File: src/rtl/darkroom_pkg.sv
// Shared definitions for the darkroom sensor link: word size, field layout
// of a lighthouse sensor word and small helpers used by both link ends.
package darkroom_pkg;

  localparam int WORD_BITS = 32;

  // Field positions inside a 32-bit sensor word
  localparam int LH_BIT    = 31;
  localparam int AXIS_BIT  = 30;
  localparam int VALID_BIT = 29;
  localparam int ID_MSB    = 28;
  localparam int ID_LSB    = 20;
  localparam int DUR_MSB   = 19;
  localparam int DUR_LSB   = 0;

  localparam int ID_BITS  = ID_MSB - ID_LSB + 1;
  localparam int DUR_BITS = DUR_MSB - DUR_LSB + 1;

  // Packed view of a sensor word; member order matches the bit layout above
  typedef struct packed {
    logic                lighthouse;
    logic                axis;
    logic                valid;
    logic [ID_BITS-1:0]  sensor_id;
    logic [DUR_BITS-1:0] duration;
  } sensor_word_t;

  // Reinterpret a raw word as its decoded fields
  function automatic sensor_word_t decode_word(input logic [WORD_BITS-1:0] raw);
    return sensor_word_t'(raw);
  endfunction

  // 16-bit increment that sticks at all-ones
  function automatic logic [15:0] sat_inc16(input logic [15:0] value);
    return (value == 16'hFFFF) ? value : value + 16'd1;
  endfunction

endpackage

File: src/rtl/darkroom_rx_fifo.sv
// Synchronous FIFO for received sensor words. The head entry is read straight
// from the storage registers; a push into a full FIFO is accepted only when a
// pop happens in the same cycle.
module darkroom_rx_fifo
#(
  parameter int WIDTH = 32,
  parameter int DEPTH = 16
) (
  input  logic                     clk,
  input  logic                     reset,
  input  logic                     push,
  input  logic [WIDTH-1:0]         push_data,
  input  logic                     pop,
  output logic [WIDTH-1:0]         head_data,
  output logic [$clog2(DEPTH):0]   level,
  output logic                     full,
  output logic                     empty
);

  localparam int AW = $clog2(DEPTH);

  logic [WIDTH-1:0] mem [DEPTH];
  logic [AW-1:0]    wr_ptr;
  logic [AW-1:0]    rd_ptr;
  logic [AW:0]      count;
  logic             wr_en;
  logic             rd_en;

  assign full  = (count == (AW+1)'(DEPTH));
  assign empty = (count == '0);

  // A pop frees the head slot this cycle, so a push into a full FIFO can land
  assign wr_en = push & (~full | pop);
  assign rd_en = pop & ~empty;

  // Storage write
  // NOTE: the storage array has no reset; only pointers and count are reset,
  // and the head output is forced to zero while empty, so stale contents are
  // never visible.
  always_ff @(posedge clk) begin
    if (wr_en) begin
      mem[wr_ptr] <= push_data;
    end
  end

  // Pointers and occupancy count
  // NOTE: sequential state uses non-blocking assignments so every flop samples
  // the pre-edge values regardless of statement order.
  always_ff @(posedge clk) begin
    if (reset) begin
      wr_ptr <= '0;
      rd_ptr <= '0;
      count  <= '0;
    end else begin
      if (wr_en) begin
        wr_ptr <= wr_ptr + AW'(1);
      end
      if (rd_en) begin
        rd_ptr <= rd_ptr + AW'(1);
      end
      case ({wr_en, rd_en})
        2'b10:   count <= count + (AW+1)'(1);
        2'b01:   count <= count - (AW+1)'(1);
        default: count <= count;
      endcase
    end
  end

  assign head_data = empty ? '0 : mem[rd_ptr];
  assign level     = count;

endmodule

File: src/rtl/darkroom_spi_receiver.sv
// SPI mode-0 slave deserializer for the darkroom sensor link. Oversamples
// sck/ss_n/mosi, assembles 32-bit words MSB first, buffers them in a FIFO and
// presents the head word with its decoded fields on a valid/ready stream.
module darkroom_spi_receiver
  import darkroom_pkg::*;
#(
  parameter int WORD_BITS   = 32,
  parameter int FIFO_DEPTH  = 16,
  parameter int SYNC_STAGES = 2
) (
  input  logic                          clk,
  input  logic                          reset,
  input  logic                          sck_i,
  input  logic                          ss_n_i,
  input  logic                          mosi_i,
  output logic                          out_valid,
  input  logic                          out_ready,
  output logic [WORD_BITS-1:0]          word_o,
  output logic                          lighthouse_o,
  output logic                          axis_o,
  output logic                          valid_o,
  output logic [8:0]                    sensor_id_o,
  output logic [19:0]                   duration_o,
  output logic [$clog2(FIFO_DEPTH):0]   fifo_level,
  output logic [15:0]                   overflow_cnt,
  output logic [15:0]                   partial_cnt,
  output logic                          busy
);

  localparam int CNT_W = $clog2(WORD_BITS);

  localparam logic [1:0] ST_ARMED     = 2'd0;
  localparam logic [1:0] ST_SHIFT     = 2'd1;
  localparam logic [1:0] ST_WAIT_IDLE = 2'd2;

  // Synchronizer chains and edge history
  logic [SYNC_STAGES-1:0] sck_sync;
  logic [SYNC_STAGES-1:0] ss_n_sync;
  logic [SYNC_STAGES-1:0] mosi_sync;
  logic                   sck_hist;
  logic                   ss_n_hist;

  logic sck_s;
  logic ss_n_s;
  logic mosi_s;
  logic sck_rise;
  logic ss_n_fall;
  logic ss_n_rise;

  // Receiver state
  logic [1:0]           state;
  logic                 post_reset;
  logic [CNT_W-1:0]     bit_cnt;
  logic [CNT_W-1:0]     bit_cnt_next;
  logic                 word_done;
  logic [WORD_BITS-1:0] shift_reg;
  logic                 push_pending;

  // FIFO interface
  logic                            pop;
  logic                            drop;
  logic                            fifo_full;
  logic                            fifo_empty;
  logic [WORD_BITS-1:0]            head_word;
  sensor_word_t                    head_fields;

  // Synchronize the SPI pins; left unreset so the true pin level is already
  // settled when reset releases and no false edge is reported
  always_ff @(posedge clk) begin
    sck_sync  <= {sck_sync[SYNC_STAGES-2:0], sck_i};
    ss_n_sync <= {ss_n_sync[SYNC_STAGES-2:0], ss_n_i};
    mosi_sync <= {mosi_sync[SYNC_STAGES-2:0], mosi_i};
    sck_hist  <= sck_sync[SYNC_STAGES-1];
    ss_n_hist <= ss_n_sync[SYNC_STAGES-1];
  end

  assign sck_s     = sck_sync[SYNC_STAGES-1];
  assign ss_n_s    = ss_n_sync[SYNC_STAGES-1];
  assign mosi_s    = mosi_sync[SYNC_STAGES-1];
  assign sck_rise  = sck_s & ~sck_hist;
  assign ss_n_fall = ~ss_n_s & ss_n_hist;
  assign ss_n_rise = ss_n_s & ~ss_n_hist;

  // Bit counter advance for the current sck edge, flagging word completion
  // NOTE: every signal driven here gets a default first so no path leaves it
  // unassigned and no latch is inferred.
  always_comb begin
    bit_cnt_next = bit_cnt;
    word_done    = 1'b0;
    if (sck_rise) begin
      if (bit_cnt == CNT_W'(WORD_BITS - 1)) begin
        bit_cnt_next = '0;
        word_done    = 1'b1;
      end else begin
        bit_cnt_next = bit_cnt + CNT_W'(1);
      end
    end
  end

  // Frame FSM: shift register, bit counter, push request and partial count
  always_ff @(posedge clk) begin
    if (reset) begin
      state        <= ST_ARMED;
      post_reset   <= 1'b1;
      bit_cnt      <= '0;
      shift_reg    <= '0;
      push_pending <= 1'b0;
      partial_cnt  <= '0;
    end else begin
      post_reset   <= 1'b0;
      push_pending <= 1'b0;
      case (state)
        ST_ARMED: begin
          // Coming out of reset inside a frame: wait for it to end rather
          // than start assembling from a misaligned bit
          if (post_reset && !ss_n_s && !ss_n_fall) begin
            state <= ST_WAIT_IDLE;
          end else if (ss_n_fall) begin
            state     <= ST_SHIFT;
            bit_cnt   <= '0;
            shift_reg <= '0;
          end
        end
        ST_SHIFT: begin
          if (sck_rise) begin
            shift_reg    <= {shift_reg[WORD_BITS-2:0], mosi_s};
            bit_cnt      <= bit_cnt_next;
            push_pending <= word_done;
          end
          // A coincident sck edge is already folded into bit_cnt_next
          if (ss_n_rise) begin
            state <= ST_ARMED;
            if (bit_cnt_next != '0) begin
              partial_cnt <= sat_inc16(partial_cnt);
            end
          end
        end
        ST_WAIT_IDLE: begin
          if (ss_n_s) begin
            state <= ST_ARMED;
          end
        end
        default: begin
          state <= ST_ARMED;
        end
      endcase
    end
  end

  assign busy = (state == ST_SHIFT);

  // A completed word is pushed the cycle after its last bit; the shift
  // register cannot change again before then because sck is at most clk/8
  assign pop  = out_valid & out_ready;
  assign drop = push_pending & fifo_full & ~pop;

  // Count words lost to a full FIFO
  always_ff @(posedge clk) begin
    if (reset) begin
      overflow_cnt <= '0;
    end else if (drop) begin
      overflow_cnt <= sat_inc16(overflow_cnt);
    end
  end

  darkroom_rx_fifo #(
    .WIDTH (WORD_BITS),
    .DEPTH (FIFO_DEPTH)
  ) u_fifo (
    .clk       (clk),
    .reset     (reset),
    .push      (push_pending),
    .push_data (shift_reg),
    .pop       (pop),
    .head_data (head_word),
    .level     (fifo_level),
    .full      (fifo_full),
    .empty     (fifo_empty)
  );

  assign out_valid   = ~fifo_empty;
  assign word_o      = head_word;
  assign head_fields = decode_word(head_word);

  assign lighthouse_o = head_fields.lighthouse;
  assign axis_o       = head_fields.axis;
  assign valid_o      = head_fields.valid;
  assign sensor_id_o  = head_fields.sensor_id;
  assign duration_o   = head_fields.duration;

endmodule

File: config.mk
export PLATFORM = sky130hd
export DESIGN_NAME = darkroom_spi_receiver
export DESIGN_NICKNAME = d
export VERILOG_FILES = /design/src/rtl/darkroom_pkg.sv /design/src/rtl/darkroom_rx_fifo.sv /design/src/rtl/darkroom_spi_receiver.sv
export SDC_FILE = /design/constraint.sdc
export NUM_CORES = 1
export LEC_CHECK = 0
export CELL_PAD_IN_SITES_DETAIL_PLACEMENT = 2
export CELL_PAD_IN_SITES_GLOBAL_PLACEMENT = 2
export CORE_UTILIZATION = 42
export CTS_CLUSTER_DIAMETER = 30
export DETAILED_ROUTE_END_ITERATION = 8
export GPL_ROUTABILITY_DRIVEN = 0
export PLACE_DENSITY = 0.8
export SLEW_MARGIN = 10
export SYNTH_ARGS = -nofsm -noshare
export SYNTH_HDL_FRONTEND = slang
export SYNTH_SLANG_ARGS = --single-unit
File: constraint.sdc
create_clock -name clk -period 3.7 [get_ports clk]
set_input_delay 0.555 -clock clk [delete_from_list [all_inputs] [get_ports clk]]
set_output_delay 0.555 -clock clk [all_outputs]
set_load 0.005 [all_outputs]
## Word-level counts from Yosys, hierarchy flattened

Memories as Yosys holds them, arrays and structs flattened. A register that Yosys moved wholly into a read port is not among the register bits.
Index checks and enable logic that the tools add are counted.

- Bits in read-only memories: 0
- Memories kept: 1
- Flip-flop bits (word level): 94
- Logic and storage cells: 93
- Output and inout bits: 103
- Bits of input ports: 6
- RAM bits: 512
- Latch bits: 0

Memories:

| name | depth | width | read ports | clocked after memory_dff | wr ports | RTL line | RTL |
|---|---|---|---|---|---|---|---|
| u_fifo.mem | 16 | 32 | 1 | 1 | 1 | darkroom_rx_fifo.sv:22 | `logic [WIDTH-1:0] mem [DEPTH];` |

- Bitwise gates (word level): 19
- Add/sub/neg operators: 7
- Multiply operators: 0
- Reduce and logical (&&, ||, !) cells: 14
- Divide/modulo/power cells: 0
- Muxes and demuxes: 23
- $lt $le $gt $ge: 0
- Shift-type cells: 0
- Eq/ne operators: 14

Operators by type and width:

| kind | count |
|---|---|
| 32-bit two-way mux | 4 |
| 32-bit case mux with 2 select lines | 1 |
| 16-bit by 1-bit adder with 16-bit output (second input constant) | 2 |
| 16-bit == test (second input constant) | 2 |
| 5-bit two-way mux | 5 |
| 5-bit case mux with 2 select lines | 2 |
| 5-bit by 1-bit adder with 5-bit output (second input constant) | 2 |
| 5-bit == test (second input constant) | 2 |
| 1-bit NOT | 10 |
| 4-bit by 1-bit adder with 4-bit output (second input constant) | 2 |
| 1-bit AND | 8 |
| 2-bit two-way mux | 4 |
| 4-bit two-way mux | 2 |
| 4-bit AND reduction | 2 |
| 2-bit inequality test (second input constant) | 3 |
| 2-bit case mux with 3 select lines | 1 |
| 5-bit logical NOT | 1 |
| 5-bit nonzero test | 1 |
| 5-bit by 1-bit subtractor with 5-bit output (second input constant) | 1 |
| 2-bit by 1-bit == test with 1-bit output (second input constant) | 2 |
| 2-bit == test (second input constant) | 2 |
| 1-bit two-way mux | 4 |
| 2-bit by 1-bit inequality test with 1-bit output (second input constant) | 2 |
| 2-bit nonzero test | 2 |
| 8 further kinds | 10 |

## Logic depth before layout (Yosys ltp)

Gate-level depths: netlist (run 1).

- Depth after elaboration: 7
- Depth in mapped cells: 12
- Mapped depth without buffers: 11

## Hierarchy

Synthesis (run 1) repeated with hierarchy kept, for this count alone.

- Cells, all modules: 1390
- Area total of the unflattened synthesis: 24419.7 µm²

By module, submodules not included:

| module | seq. area each (µm²) | area each (µm²) | cells each | times used |
|---|---|---|---|---|
| darkroom_rx_fifo | 15715.1 | 20719.9 | 959 | 1 |
| darkroom_spi_receiver | 1621.6 | 3699.8 | 431 | 1 |

## Least setup slack after synthesis (run 1)

Ideal clock, no wire load.

- Kind: flip-flop to flip-flop
- Start: reg u_fifo.count[2] (netlist: u_fifo.level[2])
- End: mem u_fifo.mem[3][0] (enable)
- Clock period less this slack: 4.016 ns
- Path slack: -0.316 ns
- Data required time: 3.239 ns
- Stages on the path, launching flop included: 6
- Path buffers: 1
- Arrival time: 3.555 ns
- Library setup time: 0.461 ns
- Path through: dfxtp_1 clkbuf_1 nor4_4 a21boi_1 nand2_1 nor3_1

- Cells in the longest elaborated chain, start to end: 7
- Elaborated cells on any way between the ends: 9
- Classes of those cells: eq/ne: 1; mux: 2; bitwise: 5; reduce/logical: 1

Ends and longest elaborated chain:

| item | RTL line | RTL |
|---|---|---|
| from (decl) | darkroom_rx_fifo.sv:25 | `logic [AW:0] count;` |
| from (signal assigned) | darkroom_rx_fifo.sv:62 | `2'b10: count <= count + (AW+1)'(1);` |
| from (signal assigned) | darkroom_rx_fifo.sv:63 | `2'b01: count <= count - (AW+1)'(1);` |
| from (signal assigned) | darkroom_rx_fifo.sv:64 | `default: count <= count;` |
| 5-bit logical NOT | darkroom_rx_fifo.sv:30 | `assign empty = (count == '0);` |
| 1-bit NOT | darkroom_spi_receiver.sv:181 | `assign out_valid = ~fifo_empty;` |
| 1-bit AND | darkroom_spi_receiver.sv:154 | `assign pop = out_valid & out_ready;` |
| 1-bit bitwise OR * | darkroom_rx_fifo.sv:33 | `assign wr_en = push & (~full \| pop);` |
| 1-bit AND * | darkroom_rx_fifo.sv:33 |  |
| 1-bit two-way mux * | darkroom_rx_fifo.sv:41 | `if (wr_en) begin` |
| 1-bit two-way mux (implied by the code) * | darkroom_rx_fifo.sv:42 | `mem[wr_ptr] <= push_data;` |
| to (decl) | darkroom_rx_fifo.sv:22 |  |

Every way passes the cells marked *; elsewhere a longest branch is shown, timed or not.

==> results.txt, run 1 <==
Setup CP Type = flip-flop to output port
P per Cell Area = 642 mW/mm^2
Synthesized instance count = 1277
Flop pwr share = 0.365
Count of pins over their slew limit = 0
Clk sinks = 610
Clock skew = 53.5 ps
Average cell area after synthesis = 18.7 um^2
Share of layout cells above drive strength 1 = 0.326
Starting Density = 0.424
Final worst setup slack = -31.4 ps
HP Class = input port to flip-flop
Worst path required time = 3140 ps
Starting DRC count in detailed routing = 1424
Vias = 14500
Commonest cells post-synth = edfxtp_1 (512), mux4_2 (160), dfxtp_1 (98), nor2_1 (58), a21oi_1 (48)
Final Cycle Share = 1.01
Outcome = finished with violations
TritonCTS clock tree = yes
RSZ-0062 raised after global routing = yes
EDFF count, synth = 512
Max cap viols = 0
Synth Net Count = 1296
Crit end category = output port
Vias per Instance = 6.12
Hold buffer count at CTS = 0
Hold Path Stages = 1
Violated checks = negative setup slack
Max reg flops = 512
Clk_lat worst skew = 730 ps
P_int = 15.7 mW
DRT Wirelength = 88400 um
Min Clock Period, post-route = 3730 ps
WHS = 304 ps
Crit-path most repeated cell = mux4_2
Initial antenna violation count = 3
CTS max path bufs = 3
Die area = 0.0579 mm^2
Root Driver = clkbuf_16
Post-Syn Area = 0.0239 mm^2
Synth warn = 0
CP Max Fanout = 6
Hold Path Origin = ss_n_i
Area Overhead vs Synth = 31.2%
Crit path cell chain = buf_4 > buf_6 > buf_12 > buf_8 > mux4_2 > mux4_2 > and2_1 > dlygate4sd2_1
# DRC = 0
Cell taking the most area after synthesis = edfxtp_1
Clk pin slew, worst setup/hold paths = 50 ps
Final setup viols = 1
Nature of the critical path startpoint = flip-flop
Hold path endpoint = ss_n_sync[0]
Switching share of power = 0.221
Logic pwr share = 0.004
Design Power = 20.1 mW
Largest cells by area after synthesis = edfxtp_1 (64%), mux4_2 (15%), dfxtp_1 (8.2%)
Seq/Total Area, Yosys = 0.725
Drt wl/cell = 37.2 um
Die Ht = 241 um
Worst reg2reg endpoint = u_fifo.level[4]
Layout Nets = 1529
Antenna Nets Post-Route = 0
Fin. Hold Viols = 0
Reg2Reg Depth = 10
Row count = 87
Vias in the first global route = 15900
Cts bufs inserted = 130
Post-synth cell types = 58
R2R Setup Slk = 570 ps
H-Tree Depth = 4
Worst slew pin tran = 1120 ps
Leak Pwr = 10.7 nW
Most used DFF post-synth = edfxtp_1
Overflow after GRT = 0
First-pass GRT wire length = 124000 um
Most frequent cell after synthesis = edfxtp_1
CORE AREA = 0.0564 mm^2
Largest net degree at the start of global routing = 71
Slew HR = 0.249
Clk network pwr share = 0.630
R2r startpoint = u_fifo.level[1]
Ports = 109
Pre-antenna DRT Iters = 5
Top-area cell type share of the netlist area = 0.643
Yosys reg bits = 610
WP data arrival = 3180 ps
Psw = 4.46 mW
Worst VDD drop = 0.428 mV
HPWL Detailed = 41200 um
Critical Path Slowest Stage Cell = mux4_2
FFs w/ async S/R, synth = 0
Critical Path Max Stage Delay = 540 ps
IO buf count = 108
Max Freq = 268 MHz
Tot GR Track Use = 0.310
Fillcell total = 4840
Die Wd = 241 um
## routing by layer
layer / routed length [um] / part of all wire / vias to the layer above / GRT usage
li1: - / - / 5649 / -
met2: 44700 / 0.51 / 878 / 0.528
met3: 6600 / 0.075 / 189 / 0.0700
met1: 33900 / 0.38 / 7825 / 0.385
met4: 3140 / 0.036 / 2 / 0.120
met5: 8 / 0.000091 / - / 0
## kinds of logic after synthesis
logic type	Yosys count	share of synthesized area
compound gates	107	0.0301
flops	610	0.725
buf+inv	116	0.0249
xor+xnor	24	0.00879
simple gates	243	0.0524
fa+ha+maj	14	0.00722
mux	163	0.152
## power groups by stage
stage	combinational (mW)	clock [mW]	sequential, mW
2_1_floorplan	0.0419	0	7.49
3_3_place_gp	0.0776	0	7.49
3_5_place_dp	0.0824	0	7.50
4_1_cts	0.0848	12.5	7.37
5_1_grt	0.0871	13.1	7.36
6_report	0.0845	12.7	7.36
## layout by cell type (no fill, tap or decap), drive strengths merged, types with 17 or more instances in the layout
cell type,n
clkdlybuf4s50,48
inv,22
a21oi,48
bufinv,20
dlygate4sd2,33
nand2,44
buf,96
edfxtp,512
clkbuf,177
nand3,37
mux4,160
dfxtp,98
clkinv,30
and2,34
nor2,58
xnor2,17
## worst max-delay path: cells and delay by family, from the launching register on
| kind | cells | cell delay [ps] |
|---|---|---|
| flops | 1 | 430 |
| buf+inv | 5 | 830 |
| simple gates | 1 | 200 |
| mux | 2 | 1020 |
## stage by stage
step / setup TNS (ps) / worst slack, ps / cells / cell area [um^2] / utilization
global route: -262 / -67.4 / 2374 / 31400 / 0.556
global placement: 0 / 395 / 2095 / 26100 / 0.463
floorplan: 0 / 537 / 1277 / 23900 / -
detailed placement: 0 / 287 / 2095 / 26100 / 0.463
finish: -31.4 / -31.4 / 2375 / 31400 / 0.557
CTS: -766 / -105 / 2357 / 31100 / 0.552
## what timing repair did
item	CTS	global route
setup endpoints to repair	65	26
resized for setup	71	52
pin swaps	1	5
cloned	6	2
endpoints found under the hold margin	0	0
setup buffers	16	17
## final cells by class
class                   count  area, um^2  area share
diodes                      1        2.50   0.0000797
clock buffers             172        3620       0.116
clock inverters            68         971      0.0309
inverters                  12        45.0     0.00144
multi-input cells         551        6200       0.197
flip-flops and latches    610       17300       0.553
well taps                 756         946      0.0301
repair buffers            205        2250      0.0717
## worst max path at each step
stage / start / to / slack [ps] / cells past startpoint
6_report: flip-flop / word_o[22] / -30 / 8
3_3_place_gp: out_ready / u_fifo.level[4] / 400 / 10
4_1_cts: flip-flop / sensor_id_o[1] / -100 / 7
5_1_grt: flip-flop / word_o[22] / -70 / 8
2_1_floorplan: u_fifo.level[2] / u_fifo.mem[7][0] / 540 / 5
3_5_place_dp: out_ready / u_fifo.level[4] / 290 / 10
Note: power is estimated with default switching activity, not from simulation.
==> inputs of run 2 (changes only) <==
--- a/config.mk
+++ b/config.mk
@@ -12,6 +12,7 @@
 export DETAILED_ROUTE_END_ITERATION = 8
 export GPL_ROUTABILITY_DRIVEN = 0
 export PLACE_DENSITY = 0.8
+export REMOVE_ABC_BUFFERS = 1
 export SLEW_MARGIN = 10
 export SYNTH_ARGS = -nofsm -noshare
 export SYNTH_HDL_FRONTEND = slang
==> results.txt, run 2 (synthesis results as in run 1) <==
Outcome = finished with violations (unchanged)
Violated checks = negative setup slack (unchanged)
Overflow after GRT = 0 (unchanged)
Initial antenna violation count = 1 (was 3)
Ports = 109 (unchanged)
Crit end category = output port (unchanged)
HP Class = input port to flip-flop (unchanged)
Total negative slack = -8.80 ps (was -31.4 ps)
Layout Nets = 1519 (was 1529)
Hold buffer count at CTS = 0 (unchanged)
Dpl cell area = 0.0261 mm^2 (unchanged)
Fillcell total = 4813 (was 4840)
First-pass GRT wire length = 109000 um (was 124000 um)
Pre-CTS WS = 456 ps (was 287 ps)
P per Cell Area = 645 mW/mm^2 (was 642 mW/mm^2)
Vias per Instance = 5.82 (was 6.12)
Nature of the critical path startpoint = flip-flop (unchanged)
Fin. Hold Viols = 0 (unchanged)
WHS = 295 ps (was 304 ps)
HPWL Detailed = 39400 um (was 41200 um)
TritonCTS clock tree = yes (unchanged)
IO buf count = 108 (unchanged)
Critical Path Slowest Stage Cell = mux4_2 (unchanged)
Clk pin slew, worst setup/hold paths = 50 ps (about the same)
Starting DRC count in detailed routing = 1186 (was 1424)
Max Freq = 270 MHz (was 268 MHz)
Die Wd = 241 um (unchanged)
Worst slew pin tran = 1100 ps (was 1120 ps)
Max reg flops = 512 (unchanged)
CORE AREA = 0.0564 mm^2 (unchanged)
Slew HR = 0.266 (was 0.249)
Reg2Reg Depth = 11 (was 10)
R2r startpoint = u_fifo.level[1] (unchanged)
Share of layout cells above drive strength 1 = 0.317 (was 0.326)
CP Max Fanout = 9 (was 6)
Max cap viols = 0 (unchanged)
Clk sinks = 610 (unchanged)
Largest net degree at the start of global routing = 89 (was 71)
Cts bufs inserted = 135 (was 130)
Count of pins over their slew limit = 0 (unchanged)
Hold Path Stages = 1 (unchanged)
Final worst setup slack = -8.80 ps (was -31.4 ps)
H-Tree Depth = 4 (unchanged)
Die area = 0.0579 mm^2 (unchanged)
Setup CP Type = flip-flop to output port (unchanged)
Most frequent cells in the layout = edfxtp_1 (512), mux4_2 (160), clkbuf_16 (144) (was edfxtp_1 (512), mux4_2 (160), clkbuf_16 (135))
DRT Wirelength = 78400 um (was 88400 um)
Cell area after layout = 0.0315 mm^2 (was 0.0314 mm^2)
Area Overhead vs Synth = 31.5% (was 31.2%)
Design Power = 20.3 mW (was 20.1 mW)
Starting Density = 0.424 (unchanged)
Worst VDD drop = 0.381 mV (was 0.428 mV)
Final setup viols = 1 (unchanged)
Leak Pwr = 11.0 nW (was 10.7 nW)
Tot GR Track Use = 0.273 (was 0.310)
Crit path cell chain = clkbuf_16 > buf_16 > mux4_2 > mux4_2 > and2_4 > clkdlybuf4s50_1 (was buf_4 > buf_6 > buf_12 > buf_8 > mux4_2 > mux4_2 > and2_1 > dlygate4sd2_1)
Hold Path Origin = sck_i (was ss_n_i)
Clk_lat worst skew = 730 ps (about the same)
Most common cell after layout, fill and taps aside = edfxtp_1 (unchanged)
WP data arrival = 3150 ps (was 3180 ps)
Pre-antenna DRT Iters = 5 (unchanged)
Min Clock Period, post-route = 3710 ps (was 3730 ps)
# DRC = 0 (unchanged)
R2R Setup Slk = 820 ps (was 570 ps)
Root Driver = clkbuf_16 (unchanged)
Clock skew = 45.8 ps (was 53.5 ps)
Vias in the first global route = 15200 (was 15900)
RSZ-0062 raised after global routing = yes (unchanged)
Worst reg2reg endpoint = u_fifo.level[4] (unchanged)
Antenna Nets Post-Route = 0 (unchanged)
Crit-path most repeated cell = mux4_2 (unchanged)
Vias = 13800 (was 14500)
Drt wl/cell = 33.1 um (was 37.2 um)
Hold path endpoint = sck_sync[0] (was ss_n_sync[0])
Die Ht = 241 um (unchanged)
Final Cycle Share = 1.00 (was 1.01)
Row count = 87 (unchanged)
Worst path required time = 3140 ps (about the same)
CTS max path bufs = 3 (unchanged)
Critical Path Max Stage Delay = 540 ps (about the same)
## run 2: cell types whose count changed in the layout (fill, tap and decap cells not counted), moves of 9 or more
cell / previous run / this run
dlymetal6s2s_1: 14 / 35
clkinvlp_4: 8 / 20
dlygate4sd2_1: 33 / 21
clkbuf_16: 135 / 144
buf_4: 61 / 48
## run 2: power breakdown
part | switching [mW] | total [mW] | leakage [nW] | internal (mW)
Combinational | 0.0613 | 0.0781 | 3.22 | 0.0168
Clock | 4.22 | 12.9 | 2.27 | 8.64
Sequential | 0.00664 | 7.37 | 5.54 | 7.36
Total | 4.29 | 20.3 | 11.0 | 16.0
## run 2: per-layer routing
layer / GRT usage / vias to the layer above / share of wire
li1: - / 5626 / -
met5: 0 / - / 0
met2: 0.475 / 564 / 0.52
met3: 0.0662 / 167 / 0.055
met1: 0.329 / 7420 / 0.39
met4: 0.104 / 0 / 0.034
## run 2: stage by stage
| stage | utilization | cells |
|---|---|---|
| after floorplan | - | 1173 |
| after CTS | 0.551 | 2346 |
| after global routing | 0.558 | 2367 |
| after detailed placement | 0.463 | 2090 |
| after global placement | 0.463 | 2090 |
| final | 0.558 | 2368 |
## run 2: how the worst max path moves through the flow
stage,slack (ps),endpoint,startpoint
4_1_cts,-120,duration_o[3],flip-flop
6_report,-9,word_o[11],flip-flop
3_3_place_gp,510,duration_o[11],flip-flop
3_5_place_dp,460,u_fifo.level[4],out_ready
2_1_floorplan,-3450,axis_o,flip-flop
5_1_grt,-50,word_o[11],flip-flop
## run 2: timing repair
item / CTS / global route
setup endpoints to repair: 60 / 41
resized for setup: 38 / 55
setup buffers: 5 / 17
cloned: 3 / 6
## run 2: final cells by class
cell class | instances | area, um^2 | area share
multi-input cells | 551 | 6140 | 0.195
clock buffers | 166 | 3660 | 0.116
inverters | 12 | 45.0 | 0.00143
repair buffers | 190 | 2210 | 0.0704
clock inverters | 82 | 1110 | 0.0353
flip-flops and latches | 610 | 17300 | 0.551
well taps | 756 | 946 | 0.0301
diodes | 1 | 2.50 | 0.0000795
## run 2: worst max-delay path: cells and delay by family (launching register included)
family | cells | cell delay, ps
buf+inv | 3 | 830
mux | 2 | 1050
simple gates | 1 | 190
flops | 1 | 380
==> inputs of run 3 (changes only) <==
==> constraint.sdc (replaced) <==
create_clock -name clk -period 3.3 [get_ports clk]
set_input_delay 0.495 -clock clk [delete_from_list [all_inputs] [get_ports clk]]
set_output_delay 0.495 -clock clk [all_outputs]
set_load 0.005 [all_outputs]
==> results.txt, run 3 (synthesis results as in run 1) <==
Die Ht = 241 um (unchanged)
Max reg flops = 512 (unchanged)
First-pass GRT wire length = 124000 um (was 109000 um)
ANT cells = 0 (was 1)
Slew HR = 0.234 (was 0.266)
Worst path required time = 2800 ps (was 3140 ps)
Hold buffer count at CTS = 0 (unchanged)
Root Driver = clkbuf_16 (unchanged)
CORE AREA = 0.0564 mm^2 (unchanged)
Violated checks = negative setup slack (unchanged)
P per Cell Area = 675 mW/mm^2 (was 645 mW/mm^2)
Nature of the critical path startpoint = flip-flop (unchanged)
Starting Density = 0.424 (unchanged)
Fin. Hold Viols = 0 (unchanged)
H-Tree Depth = 4 (unchanged)
Seq. cell area = 0.0173 mm^2 (unchanged)
TritonCTS clock tree = yes (unchanged)
Outcome = finished with violations (unchanged)
Worst VDD drop = 0.444 mV (was 0.381 mV)
Row count = 87 (unchanged)
Die area = 0.0579 mm^2 (unchanged)
Cell area after layout = 0.0322 mm^2 (was 0.0315 mm^2)
HP Class = input port to flip-flop (unchanged)
Vias = 14700 (was 13800)
Vias in the first global route = 16200 (was 15200)
Initial antenna violation count = 2 (was 1)
Worst slew pin tran = 1140 ps (was 1100 ps)
Setup CP Type = flip-flop to output port (unchanged)
Layout Nets = 1583 (was 1519)
Crit end category = output port (unchanged)
Overflow after GRT = 0 (unchanged)
Hold Path Stages = 1 (unchanged)
Max Freq = 283 MHz
Fillcell total = 4737 (was 4813)
Clk_lat worst skew = 730 ps (about the same)
Most common cell after layout, fill and taps aside = edfxtp_1 (unchanged)
Largest net degree at the start of global routing = 60 (was 89)
Max cap viols = 0 (unchanged)
Dpl cell area = 0.0263 mm^2 (was 0.0261 mm^2)
CTS max path bufs = 3 (unchanged)
Clk pin slew, worst setup/hold paths = 50 ps (about the same)
Reg2Reg Depth = 7 (was 11)
Final Cycle Share = 1.07
Final worst setup slack = -236 ps (was -8.80 ps)
Area of the multi-input gates = 0.00619 mm^2 (was 0.00614 mm^2)
Starting DRC count in detailed routing = 1575 (was 1186)
Pre-antenna DRT Iters = 5 (unchanged)
# DRC = 0 (unchanged)
Die Wd = 241 um (unchanged)
IO buf count = 108 (unchanged)
Ports = 109 (unchanged)
Leak Pwr = 10.8 nW (was 11.0 nW)
Clk sinks = 610 (unchanged)
Share of layout cells above drive strength 1 = 0.383 (was 0.317)
Pre-CTS WS = 215 ps (was 456 ps)
Vias per Instance = 6.05 (was 5.82)
HPWL Detailed = 40200 um (was 39400 um)
WP data arrival = 3040 ps (was 3150 ps)
Final setup viols = 64 (was 1)
Layout Cells excl Fill = 2426 (was 2368)
Area Overhead vs Synth = 34.4% (was 31.5%)
Antenna Nets Post-Route = 0 (unchanged)
Placed cell count = 2094 (was 2090)
DRT Wirelength = 87300 um (was 78400 um)
Most frequent cells in the layout = edfxtp_1 (512), mux4_2 (160), clkbuf_16 (136) (was edfxtp_1 (512), mux4_2 (160), clkbuf_16 (144))
Tot GR Track Use = 0.313 (was 0.273)
RSZ-0062 raised after global routing = yes (unchanged)
Drt wl/cell = 36.0 um (was 33.1 um)
Clock skew = 54.2 ps (was 45.8 ps)
Min Clock Period, post-route = 3540 ps
CP Max Fanout = 5 (was 9)
Cts bufs inserted = 131 (was 135)
Count of pins over their slew limit = 0 (unchanged)
Total negative slack = -8530 ps (was -8.80 ps)
-- run 3: cell type report --
type | count | share of cell area
Clock buffer | 157 | 0.109
Multi-Input combinational cell | 551 | 0.192
Inverter | 12 | 0.00140
Tap cell | 756 | 0.0294
Clock inverter | 82 | 0.0262
Sequential cell | 610 | 0.539
Timing Repair Buffer | 258 | 0.102
-- run 3: metrics by stage --
| step | hold slack [ps] | util | power, mW |
|---|---|---|---|
| floorplan | 310 | - | 8.43 |
| global placement | 318 | 0.466 | 8.49 |
| detailed placement | 318 | 0.466 | 8.49 |
| CTS | 207 | 0.572 | 21.6 |
| global route | 228 | 0.570 | 22.1 |
| finish | 240 | 0.570 | 21.7 |
-- run 3: final timing paths --
check | start | to | slack [ps]
worst min register to register | ss_n_sync[0] | ss_n_sync[1] | 320
worst min-delay path | sck_i | sck_sync[0] | 240
worst max register to register | bit_cnt[0] | partial_cnt[13] | 580
worst max-delay path | flip-flop | duration_o[0] | -240
-- run 3: where the power goes --
group          internal (mW)  switching (mW)  total (mW)  leakage (nW)
Combinational         0.0214          0.0730      0.0944          3.16
Clock                   8.59            4.76        13.3          2.09
Sequential              8.25         0.00769        8.26          5.54
-- run 3: critical path, cell delays in order (launching register included) --
cell and delay (ps):
dfxtp_4 420, buf_12 140, buf_12 140, buf_16 140
buf_6 100, mux4_2 480, mux4_2 490, and2_4 190
buf_6 110, buf_6 100
-- run 3: layer usage --
layer / vias up / GRT usage / wire length [um]
li1: 5751 / - / -
met1: 7870 / 0.381 / 33200
met2: 839 / 0.544 / 45400
met3: 222 / 0.0581 / 5400
met4: 0 / 0.132 / 3350
met5: - / 0 / 0
-- run 3: repair_timing --
action | 4_1_cts | 5_1_grt
setup buffers | 81 | 7
endpoints found under the setup margin | 64 | 64
cloned | 15 | 0
gates resized for setup | 413 | 18
hold endpoints to repair | 0 | 0
